===== src/rtl/ldm_stm_sequencer.sv =====
// ldm_stm_sequencer: LDM/STM multi-register transfer sequencer.
// Steps the register bank one register per memory beat, with optional base writeback. Rev 1.0
`default_nettype none

module ldm_stm_sequencer #(
  parameter int WORD_BYTES = 4,
  parameter int ADDR_W     = 32
) (
  input  logic              clk,
  input  logic              rst,
  input  logic              start,
  input  logic [15:0]       reg_list,
  input  logic [3:0]        base_reg,
  input  logic [ADDR_W-1:0] base_val,
  input  logic              is_load,
  input  logic              up,
  input  logic              pre,
  input  logic              wback,
  output logic              mem_req,
  output logic              mem_we,
  output logic [ADDR_W-1:0] mem_addr,
  output logic [ADDR_W-1:0] mem_wdata,
  input  logic [ADDR_W-1:0] mem_rdata,
  input  logic              mem_ack,
  output logic [4:0]        rb_addr,
  output logic              rb_w,
  output logic [ADDR_W-1:0] rb_wdata,
  output logic              rb_pc_w,
  output logic [ADDR_W-1:0] rb_pc_wdata,
  input  logic [ADDR_W-1:0] rb_read1,
  output logic              busy,
  output logic              done
);

  localparam logic [1:0] S_IDLE = 2'd0;
  localparam logic [1:0] S_XFER = 2'd1;
  localparam logic [1:0] S_WB   = 2'd2;
  localparam logic [1:0] S_DONE = 2'd3;

  localparam logic [ADDR_W-1:0] C_STEP = ADDR_W'(WORD_BYTES);

  logic [1:0]        r_state;
  logic [15:0]       r_list;
  logic [ADDR_W-1:0] r_addr;
  logic [3:0]        r_base_reg;
  logic              r_is_load;
  logic              r_wback;
  logic [ADDR_W-1:0] r_wb_val;
  logic              r_wb_sup;

  logic [4:0]        w_cnt;
  logic [ADDR_W-1:0] w_span;
  logic [ADDR_W-1:0] w_start_addr;
  logic [3:0]        w_idx;
  logic              w_last;
  logic              w_ld_ack;
  logic              w_wb_en;
  logic              w_rb_w_ld;
  logic              w_rb_pc_ld;
  logic              w_rb_w_wb;
  logic              w_rb_pc_wb;

  always_comb begin
    w_cnt = 5'd0;
    for (int i = 0; i < 16; i++) begin
      w_cnt = w_cnt + {4'd0, reg_list[i]};
    end
  end

  assign w_span = ADDR_W'(w_cnt) * C_STEP;

  // Lowest register always lands on the lowest address, so descending modes start low too.
  always_comb begin
    case ({up, pre})
      2'b10:   w_start_addr = base_val;
      2'b11:   w_start_addr = base_val + C_STEP;
      2'b00:   w_start_addr = base_val - w_span + C_STEP;
      default: w_start_addr = base_val - w_span;
    endcase
  end

  always_comb begin
    w_idx = 4'd0;
    for (int i = 15; i >= 0; i--) begin
      if (r_list[i]) w_idx = i[3:0];
    end
  end

  assign w_last = ((r_list & (r_list - 16'd1)) == 16'd0);

  always_ff @(posedge clk) begin
    if (rst) begin
      r_state    <= S_IDLE;
      r_list     <= 16'd0;
      r_addr     <= '0;
      r_base_reg <= 4'd0;
      r_is_load  <= 1'b0;
      r_wback    <= 1'b0;
      r_wb_val   <= '0;
      r_wb_sup   <= 1'b0;
    end else begin
      case (r_state)
        S_IDLE: begin
          if (start) begin
            r_list     <= reg_list;
            r_addr     <= w_start_addr;
            r_base_reg <= base_reg;
            r_is_load  <= is_load;
            r_wback    <= wback;
            r_wb_val   <= up ? (base_val + w_span) : (base_val - w_span);
            r_wb_sup   <= is_load & reg_list[base_reg];
            r_state    <= (w_cnt == 5'd0) ? S_DONE : S_XFER;
          end
        end
        S_XFER: begin
          if (mem_ack) begin
            r_list <= r_list & ~(16'd1 << w_idx);
            r_addr <= r_addr + C_STEP;
            if (w_last) r_state <= r_wback ? S_WB : S_DONE;
          end
        end
        S_WB:    r_state <= S_DONE;
        default: r_state <= S_IDLE;
      endcase
    end
  end

  assign busy      = (r_state != S_IDLE);
  assign done      = (r_state == S_DONE);
  assign mem_req   = (r_state == S_XFER);
  assign mem_we    = (r_state == S_XFER) & ~r_is_load;
  assign mem_addr  = r_addr;
  assign mem_wdata = rb_read1;

  // A loaded PC goes through the PC port, never the general write port.
  assign w_ld_ack   = (r_state == S_XFER) & mem_ack & r_is_load;
  assign w_wb_en    = (r_state == S_WB) & ~r_wb_sup;
  assign w_rb_w_ld  = w_ld_ack & (w_idx != 4'hF);
  assign w_rb_pc_ld = w_ld_ack & (w_idx == 4'hF);
  assign w_rb_w_wb  = w_wb_en & (r_base_reg != 4'hF);
  assign w_rb_pc_wb = w_wb_en & (r_base_reg == 4'hF);

  assign rb_w    = w_rb_w_ld | w_rb_w_wb;
  assign rb_pc_w = w_rb_pc_ld | w_rb_pc_wb;

  always_comb begin
    rb_addr     = 5'd0;
    rb_wdata    = '0;
    rb_pc_wdata = '0;
    if (r_state == S_XFER) rb_addr = {1'b0, w_idx};
    else if (r_state == S_WB) rb_addr = {1'b0, r_base_reg};
    if (w_rb_w_ld) rb_wdata = mem_rdata;
    else if (w_rb_w_wb) rb_wdata = r_wb_val;
    if (w_rb_pc_ld) rb_pc_wdata = mem_rdata;
    else if (w_rb_pc_wb) rb_pc_wdata = r_wb_val;
  end

endmodule

`default_nettype wire


===== config.mk =====
export PLATFORM = sky130hd
export DESIGN_NAME = ldm_stm_sequencer
export DESIGN_NICKNAME = d
export VERILOG_FILES = /design/src/rtl/ldm_stm_sequencer.sv
export SDC_FILE = /design/constraint.sdc
export NUM_CORES = 1
export LEC_CHECK = 0
export BUFFER_PORTS_ARGS = -buffer_cell sky130_fd_sc_hd__buf_2
export CAP_MARGIN = 20
export CORE_MARGIN = 10
export CORE_UTILIZATION = 55
export CTS_CLUSTER_SIZE = 30
export DETAILED_ROUTE_END_ITERATION = 10
export PLACE_DENSITY_LB_ADDON = 0.1
export SLEW_MARGIN = 20
export SYNTH_ARGS = -nofsm -noshare
export SYNTH_HDL_FRONTEND = slang
export SYNTH_SLANG_ARGS = --single-unit

===== constraint.sdc =====
create_clock -name clk -period 10.57 [get_ports clk]
set_input_delay 2.114 -clock clk [delete_from_list [all_inputs] [get_ports clk]]
set_output_delay 2.114 -clock clk [all_outputs]
set_load 0.03 [all_outputs]

==> impl_metrics.json, run 1 <==
{
  "cts.repair.resized": 0,
  "r2r-start": "r_state[1]",
  "layout-drive-gt1-share_pct": 17.0,
  "cp_common_cell": "fa_1",
  "synthCells": 1533,
  "yosys.area.top_type": "dfxtp_1",
  "vdd_drop_max_uv": 226,
  "clockBufferDepth": 2,
  "yosysTopAreaCellShare_pct": 17.6,
  "ios": 263,
  "hp-class": "reg -> reg",
  "area_growth_pct": 10.7,
  "dieArea_sq_mm": 0.0242,
  "synthTopCellsByCount": "nand2_1, o21ai_0, a21oi_1",
  "p_per_area_mw_per_mm2": 217,
  "gp_congestion": 0.955,
  "p_leak_nw": 4.40,
  "cpMaxStageDelayCell": "or4b_2",
  "finalCriticalPeriod_ps": 8740,
  "grt_pass1_wl_microns": 62000,
  "hold_start": "r_wback",
  "fin_nets": 1775,
  "slew_headroom_pct": 24.2,
  "worst_pin_slew_ps": 1130,
  "run_status": "completed",
  "num_antenna_cells": 0,
  "crit_path_start_kind": "input port",
  "finClkSkew_ps": 16.2,
  "drt_iter0_drc": 1517,
  "die_h_microns": 155,
  "path_clk_slew_ps": 70,
  "crit_start": "reg_list[0]",
  "final.period_utilization_pct": 82.7,
  "synth-xor-area-share_pct": 7.11,
  "crit_arrival_ps": 8930,
  "antenna_found_initial": 1,
  "coreArea_sq_mm": 0.0180,
  "ctsHtreeMaxLevel": 3,
  "placed_cell_area_sq_mm": 0.0108,
  "synthTopCellsByArea": "dfxtp_1, nand2_1, o21ai_0",
  "setup_tns_ps": 0,
  "yosys.area_share.simple_pct": 29.5,
  "ant_nets": 0,
  "worstSkewPairLatency_ps": 360,
  "initial_core_util_pct": 56.0,
  "synth-seq-cells": 89,
  "final_area_sq_mm": 0.0112,
  "grt_pass1_vias": 11000,
  "yosysMostFrequentCell": "nand2_1",
  "n_fill_cell": 1803,
  "hpwl_microns": 30800,
  "cts_buffers": 9,
  "crit_chain": "buf_2 > inv_1 > fa_1 > fa_1 > fa_1 > fa_1 > inv_1 > ha_1 > a21o_1 > a21oi_1 > xor2_1 > inv_1 > ha_1 > or4b_2 > and2_0 > nand3_1 > o211ai_1 > o2bb2ai_2 > or2_1 > or4_1 > a311oi_1 > nor3_1",
  "setup_viol": 0,
  "post_cts_buffers": 0,
  "numPortBuffers": 197,
  "synthAdderAreaFrac_pct": 5.48,
  "drt-total-wl_microns": 40200,
  "hold_violations": 0,
  "fmax_ghz": 0.114,
  "synth_area_per_cell_sq_um": 6.59,
  "drtPass1Iterations": 6,
  "ys_warn_count": 0,
  "routed_via_density": 6.48,
  "netlist_area_sq_mm": 0.0101,
  "rows": 49,
  "ys_seq_area_share_pct": 17.6,
  "synth-edff-count": 0,
  "cts_tree": "built",
  "synth_top_family_by_area": "simple AND/OR/NAND/NOR gates",
  "cts.sinks": 89,
  "async_flop_share_pct": 0,
  "ys.flop_type": "dfxtp_1",
  "syn_nets": 1694,
  "grt_max_degree": 91,
  "vias": 12000,
  "clockRootBuffer": "clkbuf_16",
  "crit_fanout": 14,
  "rsz0062_at_grt": "false",
  "grt.total_usage_pct": 31.4,
  "yosysUniqueCellTypes": 92,
  "drc": 0,
  "cap_violations": 0,
  "report.final.slew_viol_count": 0,
  "wl_per_cell_microns": 21.7,
  "synthMuxAreaShare_pct": 1.52,
  "cp.required_ps": 10760,
  "critical-path-max-stage-delay_ps": 790,
  "die_w_microns": 155,
  "worst-setup-path-type": "in -> reg",
  "synth-compound-area-share_pct": 28.1,
  "overflow": 0,
  "hold_buffers": 0,
  "end_kind": "flip-flop"
}
## final timing paths
check	to	slack [ps]	cells after the start
worst max-delay path	mem_addr[29]	1830	22
worst min-delay path	r_wback	460	2
worst max register to register	mem_addr[23]	7290	13
worst min register to register	r_wback	460	2
## report_power, final
part | leakage [nW] | switching (mW) | internal (mW) | total, mW
sequential | 0.731 | 0.111 | 0.424 | 0.535
clock | 0.142 | 0.150 | 0.187 | 0.337
combinational | 3.53 | 1.05 | 0.505 | 1.55
## metal layers
layer | GRT usage, % | vias up | share of wire, % | wire length, microns
li1 | - | 5584 | - | -
met1 | 38.0 | 5578 | 38 | 15400
met2 | 51.9 | 697 | 47 | 19000
met3 | 6.20 | 110 | 9.7 | 3910
met4 | 15.8 | 2 | 4.8 | 1930
met5 | 0 | - | 0.032 | 13
## cell type report
type	count	area [sq um]	area share, %
Tap cell	229	287	2.56
Clock inverter	6	73.8	0.660
Multi-Input combinational cell	1198	7270	65.0
Inverter	100	375	3.36
Sequential cell	89	1780	15.9
Clock buffer	10	229	2.05
Timing Repair Buffer	216	1160	10.4
## cells by family after synthesis
group,count (synthesis)
AND/OR/NAND/NOR,620
flip-flops,89
other,1
buffers and inverters,246
multiplexers,9
XOR/XNOR,82
AO/OA/AOI/OAI,449
adder cells (fa/ha/maj),37
## placed cells by master (no fill, tap or decap), types with 18 or more instances in the layout
master,instances
dfxtp_1,89
xnor2_1,49
nand2_1,249
ha_1,24
o21ai_0,133
nor2_1,97
nor4_1,31
a21oi_1,122
a31oi_1,25
nand3_1,80
a211oi_1,20
buf_2,197
or3_1,18
nand4_1,19
nor3_1,46
xor2_1,33
inv_1,98
## critical path, delay by kind of cell
kind	cells	cell delay (ps)
fa+ha+maj	6	2780
simple gates	6	2350
buf+inv	4	290
xor+xnor	1	300
compound gates	5	1080
## per-stage QoR
stage	total power, mW	utilization, %	hold WS [ps]	setup WS (ps)	std cells
floorplan	1.61	-	433	2410	1533
CTS	2.39	61.8	462	1880	1846
global route	2.57	62.0	489	1450	1848
global placement	2.03	60.1	440	1690	1830
finish	2.43	62.0	461	1830	1848
detailed placement	2.05	60.1	452	1530	1830
No activity file was read; power rests on OpenSTA's default activity.
==> run 2: changes to the inputs <==
ABC_AREA = 1   (was not set)
CORE_UTILIZATION = 51   (was 55)
clock period = 7.3 ns   (was 10.57 ns; I/O delays follow)
==> run 2 against run 1 <==
Net effect: area after synthesis up 7.2%; utilization down 4.6 points; worst hold slack about the same; clock power up 57%; non-clock buffer count up 1; register-to-register slack worse by 3500 ps; setup slack worse by 1500 ps; final area up 7.6%; first-iteration DRC count down 23%; global-route usage down 3.8 points; count of clock-buffer cells in the layout down 1; critical endpoint is now mem_addr[22]; largest power group unchanged.
==> impl_metrics.json, run 2 <==
{
  "run_status": "completed",
  "critical-path-max-stage-delay_ps": 620,
  "place_inst": 2251,
  "finClkSkew_ps": 13.0,
  "crit_arrival_ps": 7240,
  "rrSetupSlack_ps": 3780,
  "cts.sinks": 89,
  "power_mw": 3.83,
  "regArea_sq_mm": 0.00178,
  "wl_per_cell_microns": 17.7,
  "cap_violations": 0,
  "grt_pass1_wl_microns": 63300,
  "syn_nets": 2048,
  "yosys.area.top_type": "dfxtp_1",
  "drc": 0,
  "end_kind": "flip-flop",
  "synthTopCellsByCount": "nand2_1, inv_1, nand3_1",
  "die_w_microns": 166,
  "p_leak_nw": 5.73,
  "vdd_drop_max_uv": 233,
  "final_util_pct": 57.4,
  "cts.repair.resized": 0,
  "setup_viol": 0,
  "cts_buffers": 9,
  "grt.total_usage_pct": 27.6,
  "async_flop_share_pct": 0,
  "crit_fanout": 7,
  "cp.required_ps": 7560,
  "layout-drive-gt1-share_pct": 16.4,
  "dieArea_sq_mm": 0.0275,
  "multiInputGateArea_sq_mm": 0.00746,
  "crit_end": "mem_addr[22]",
  "ios": 263,
  "drt-total-wl_microns": 40200,
  "whs_ps": 461,
  "die_h_microns": 166,
  "worstSkewPairLatency_ps": 370,
  "rows": 53,
  "setup_tns_ps": 0,
  "fin_nets": 2149,
  "fmax_ghz": 0.143,
  "grt_pass1_vias": 11900,
  "hp-class": "reg -> reg",
  "netlist_area_sq_mm": 0.0108,
  "p_per_area_mw_per_mm2": 318,
  "hold_buffers": 0,
  "synthTopCellsByArea": "dfxtp_1, nand2_1, inv_1",
  "hpwl_microns": 31700,
  "synth-seq-cells": 89,
  "synthCells": 1887,
  "yosysTopAreaCellShare_pct": 16.5,
  "cp_common_cell": "fa_1",
  "gp_congestion": 0.988,
  "ys_warn_count": 0,
  "routed_via_density": 5.67,
  "slew_headroom_pct": 31.9,
  "drt_iter0_drc": 1175,
  "ant_nets": 0,
  "yosysUniqueCellTypes": 52,
  "crit_start": "reg_list[0]",
  "ys.flop_type": "dfxtp_1",
  "report.final.slew_viol_count": 0,
  "synth_area_per_cell_sq_um": 5.74,
  "vias": 12900,
  "layout_commonest_cell": "nand2_1",
  "path_clk_slew_ps": 70,
  "n_fill_cell": 2202,
  "final.period_utilization_pct": 95.7,
  "finalCriticalPeriod_ps": 6990,
  "worst_pin_slew_ps": 1020,
  "drtPass1Iterations": 5,
  "synth-edff-count": 0,
  "fin_cells": 2271,
  "numPortBuffers": 197,
  "area_growth_pct": 11.1,
  "worst-setup-path-type": "in -> reg",
  "antenna_found_initial": 5,
  "overflow": 0,
  "coreArea_sq_mm": 0.0210,
  "clockRootBuffer": "clkbuf_16",
  "yosysMostFrequentCell": "nand2_1",
  "hold_violations": 0,
  "clockBufferDepth": 2,
  "layout_common_cells": "nand2_1, inv_1, buf_2",
  "grt_max_degree": 66,
  "crit_path_start_kind": "input port",
  "initial_core_util_pct": 51.7,
  "rsz0062_at_grt": "false",
  "post_cts_buffers": 0,
  "r2r-start": "r_state[1]",
  "ctsHtreeMaxLevel": 3,
  "reg2reg_depth": 11,
  "r2r_end": "r_list[9]",
  "cts_tree": "built",
  "cpMaxStageDelayCell": "fa_1",
  "ys_seq_area_share_pct": 16.5
}
[run 2: cell types whose count changed after synthesis, moves of 27 or more]
cell	before	now
a21oi_1	123	156
nor2_1	99	141
nor3_1	46	19
o21a_1	5	33
nand3_1	80	157
inv_1	98	239
xnor2_1	49	1
nand2_1	249	472
[run 2: worst max-delay path: cells and delay by family]
| family | cells | cell delay [ps] |
|---|---|---|
| AOI/OAI and AO/OA | 2 | 260 |
| and+or+nand+nor | 12 | 1650 |
| buffers and inverters | 5 | 320 |
| adders and majority gates | 8 | 3550 |
[run 2: cells by family after synthesis]
family | count (synthesis) | share of synthesized area, %
and+or+nand+nor | 904 | 37.2
AOI/OAI and AO/OA | 455 | 25.0
buffers and inverters | 382 | 14.7
DFF | 89 | 16.5
adders and majority gates | 37 | 5.11
xor gates and xnor gates | 19 | 1.54
other | 1 | 0.0346
[run 2: stage by stage]
| step | cell area, sq um | setup WS (ps) |
|---|---|---|
| 2_1_floorplan | 10800 | 833 |
| 3_3_place_gp | 11700 | 57.0 |
| 3_5_place_dp | 11700 | -13.5 |
| 4_1_cts | 12000 | 357 |
| 5_1_grt | 12000 | 5.93 |
| 6_report | 12000 | 311 |
[run 2: cell type report]
cell class | instances | share of cell area (%)
Timing Repair Buffer | 217 | 9.58
Tap cell | 275 | 2.86
Sequential cell | 89 | 14.8
Antenna cell | 3 | 0.0624
Multi-Input combinational cell | 1416 | 62.0
Clock buffer | 9 | 1.87
Inverter | 255 | 7.96
Clock inverter | 7 | 0.832
[run 2: how the worst min path moves through the flow]
| stage | cells past startpoint | end | startpoint |
|---|---|---|---|
| 6_report | 2 | mem_addr[0] | mem_addr[0] |
| 4_1_cts | 2 | r_wback | r_wback |
| 2_1_floorplan | 2 | r_wback | r_wback |
| 5_1_grt | 2 | r_wb_val[7] | r_wb_val[7] |
| 3_5_place_dp | 2 | r_wback | r_wback |
| 3_3_place_gp | 2 | r_wback | r_wback |
[run 2: routing by layer]
metal  up-vias  global-route usage (%)  share of wire (%)
li1       6433                       -                  -
met1      5863                    34.0                 43
met2       465                    46.1                 47
met3       103                    4.47                5.9
met4         2                    12.6                4.1
met5         -                       0              0.032
[run 2: report_power, final]
group	internal (mW)	switching [mW]	leakage, nW
combinational	0.741	1.73	4.84
clock	0.303	0.227	0.154
sequential	0.668	0.165	0.736
total	1.71	2.12	5.73
==> run 3: changes to the inputs <==
SETUP_SLACK_MARGIN = 0.5   (was not set)
==> run 3 against run 2 <==
Net effect: sequential cell count is the same; clock power is essentially flat; clock skew shrank 0.90 ps; sequential power is essentially flat; non-clock buffer count grew 17; setup slack gained 340 ps.
==> impl_metrics.json, run 3 (synthesis gave the netlist of run 2 again) <==
{
  "cts_tree": "built",
  "wl_per_cell_microns": 17.8,
  "grt_pass1_wl_microns": 63400,
  "clockRootBuffer": "clkbuf_16",
  "placed_cell_area_sq_mm": 0.0117,
  "slew_headroom_pct": 32.6,
  "hpwl_microns": 31700,
  "overflow": 0,
  "layout-drive-gt1-share_pct": 19.9,
  "ios": 263,
  "fin_ws_ps": 655,
  "vias": 13100,
  "layout_commonest_cell": "nand2_1",
  "cts.sinks": 89,
  "drt-total-wl_microns": 40800,
  "finalCriticalPeriod_ps": 6640,
  "ant_nets": 0,
  "dp_slack_ps": -13.5,
  "crit_arrival_ps": 6900,
  "hold-path-cell-count": 2,
  "n_fill_cell": 2169,
  "die_h_microns": 166,
  "setup_viol": 0,
  "grt.total_usage_pct": 27.6,
  "fmax_ghz": 0.150,
  "rsz0062_at_grt": "true",
  "worst_pin_slew_ps": 1010,
  "fin_nets": 2166,
  "initial_core_util_pct": 51.7,
  "area_growth_pct": 15.1,
  "whs_ps": 461,
  "hold_violations": 0,
  "clockBufferDepth": 2,
  "reg2reg_depth": 11,
  "ctsHtreeMaxLevel": 3,
  "vdd_drop_max_uv": 230,
  "gp_congestion": 0.988,
  "rows": 53,
  "coreArea_sq_mm": 0.0210,
  "finClkSkew_ps": 12.1,
  "p_per_area_mw_per_mm2": 320,
  "worst-setup-path-type": "in -> reg",
  "hp-class": "reg -> reg",
  "worstSkewPairLatency_ps": 370,
  "crit_path_start_kind": "input port",
  "crit_fanout": 4,
  "cap_violations": 0,
  "numPortBuffers": 197,
  "drtPass1Iterations": 5,
  "power_mw": 3.99,
  "hold_start": "mem_addr[0]",
  "dieArea_sq_mm": 0.0275,
  "r2r_end": "r_list[9]",
  "rrSetupSlack_ps": 3770,
  "grt_max_degree": 66,
  "report.final.slew_viol_count": 0,
  "cts_buffers": 9,
  "p_leak_nw": 5.84,
  "final_area_sq_mm": 0.0125,
  "final.period_utilization_pct": 91.0,
  "cp.required_ps": 7560,
  "antenna_found_initial": 5,
  "hold_path_end": "mem_addr[0]",
  "grt_pass1_vias": 11900,
  "routed_via_density": 5.71,
  "drc": 0,
  "layout_common_cells": "nand2_1, inv_1, buf_2",
  "die_w_microns": 166,
  "run_status": "completed",
  "r2r-start": "r_state[1]",
  "end_kind": "flip-flop",
  "path_clk_slew_ps": 70,
  "drt_iter0_drc": 1216
}
run 3: repair_timing:
item | 4_1_cts | 5_1_grt
endpoints found under the setup margin | 4 | 26
buffers inserted | 2 | 14
gates resized for setup | 4 | 81
gates cloned | 0 | 1
hold buffers | 0 | 0
pin swaps | 1 | 32
run 3: worst max-delay path by stage:
stage	startpoint	to	slack, ps	cells after the start
3_3_place_gp	reg_list[0]	mem_addr[22]	60	27
4_1_cts	reg_list[0]	mem_addr[22]	570	27
6_report	reg_list[9]	mem_addr[22]	660	27
2_1_floorplan	reg_list[0]	mem_addr[30]	830	26
3_5_place_dp	reg_list[0]	mem_addr[22]	-10	27
5_1_grt	reg_list[9]	mem_addr[31]	350	33
run 3: worst max-delay path, cell delays in order:
cell and delay (ps):
buf_2 100, inv_1 70, fa_1 560, fa_1 460
fa_1 520, fa_1 490, inv_1 50, ha_2 160
inv_1 70, fa_2 500, fa_2 600, nand2_1 80
o21ai_2 120, ha_2 210, inv_1 50, nor2_2 110
nand3_2 120, nor2_4 170, nand3_4 120, nor2_4 160
nand3_2 140, nor2_4 140, nand2_1 60, nand3_1 80
nand2_1 70, nand3_1 140, a21oi_1 90
run 3: final cells by class:
type / count / area, sq um / share of cell area (%)
clock buffer: 9 / 225 / 1.81
clock inverter: 7 / 100 / 0.803
tap: 275 / 344 / 2.76
sequential: 89 / 1780 / 14.3
inverter: 255 / 957 / 7.68
multi-input combinational: 1416 / 7760 / 62.3
antenna: 3 / 7.51 / 0.0602
timing repair buffer: 234 / 1290 / 10.3
run 3: routing by layer:
metal	share of wire, %	global-route usage [%]
met5	0.032	0
met4	3.9	12.1
met3	6.4	4.42
met2	47	46.4
met1	42	34.1
run 3: metrics by stage:
step / instances / TNS, ps / utilization, %
floorplan: 1887 / 0 / -
global placement: 2250 / 0 / 55.7
detailed placement: 2251 / -13.5 / 55.8
CTS: 2269 / 0 / 57.5
global route: 2287 / 0 / 59.5
finish: 2288 / 0 / 59.5
run 3: power by group:
group          internal [mW]  switching (mW)
Clock                  0.303           0.226
Sequential             0.668           0.165
Combinational          0.822            1.80
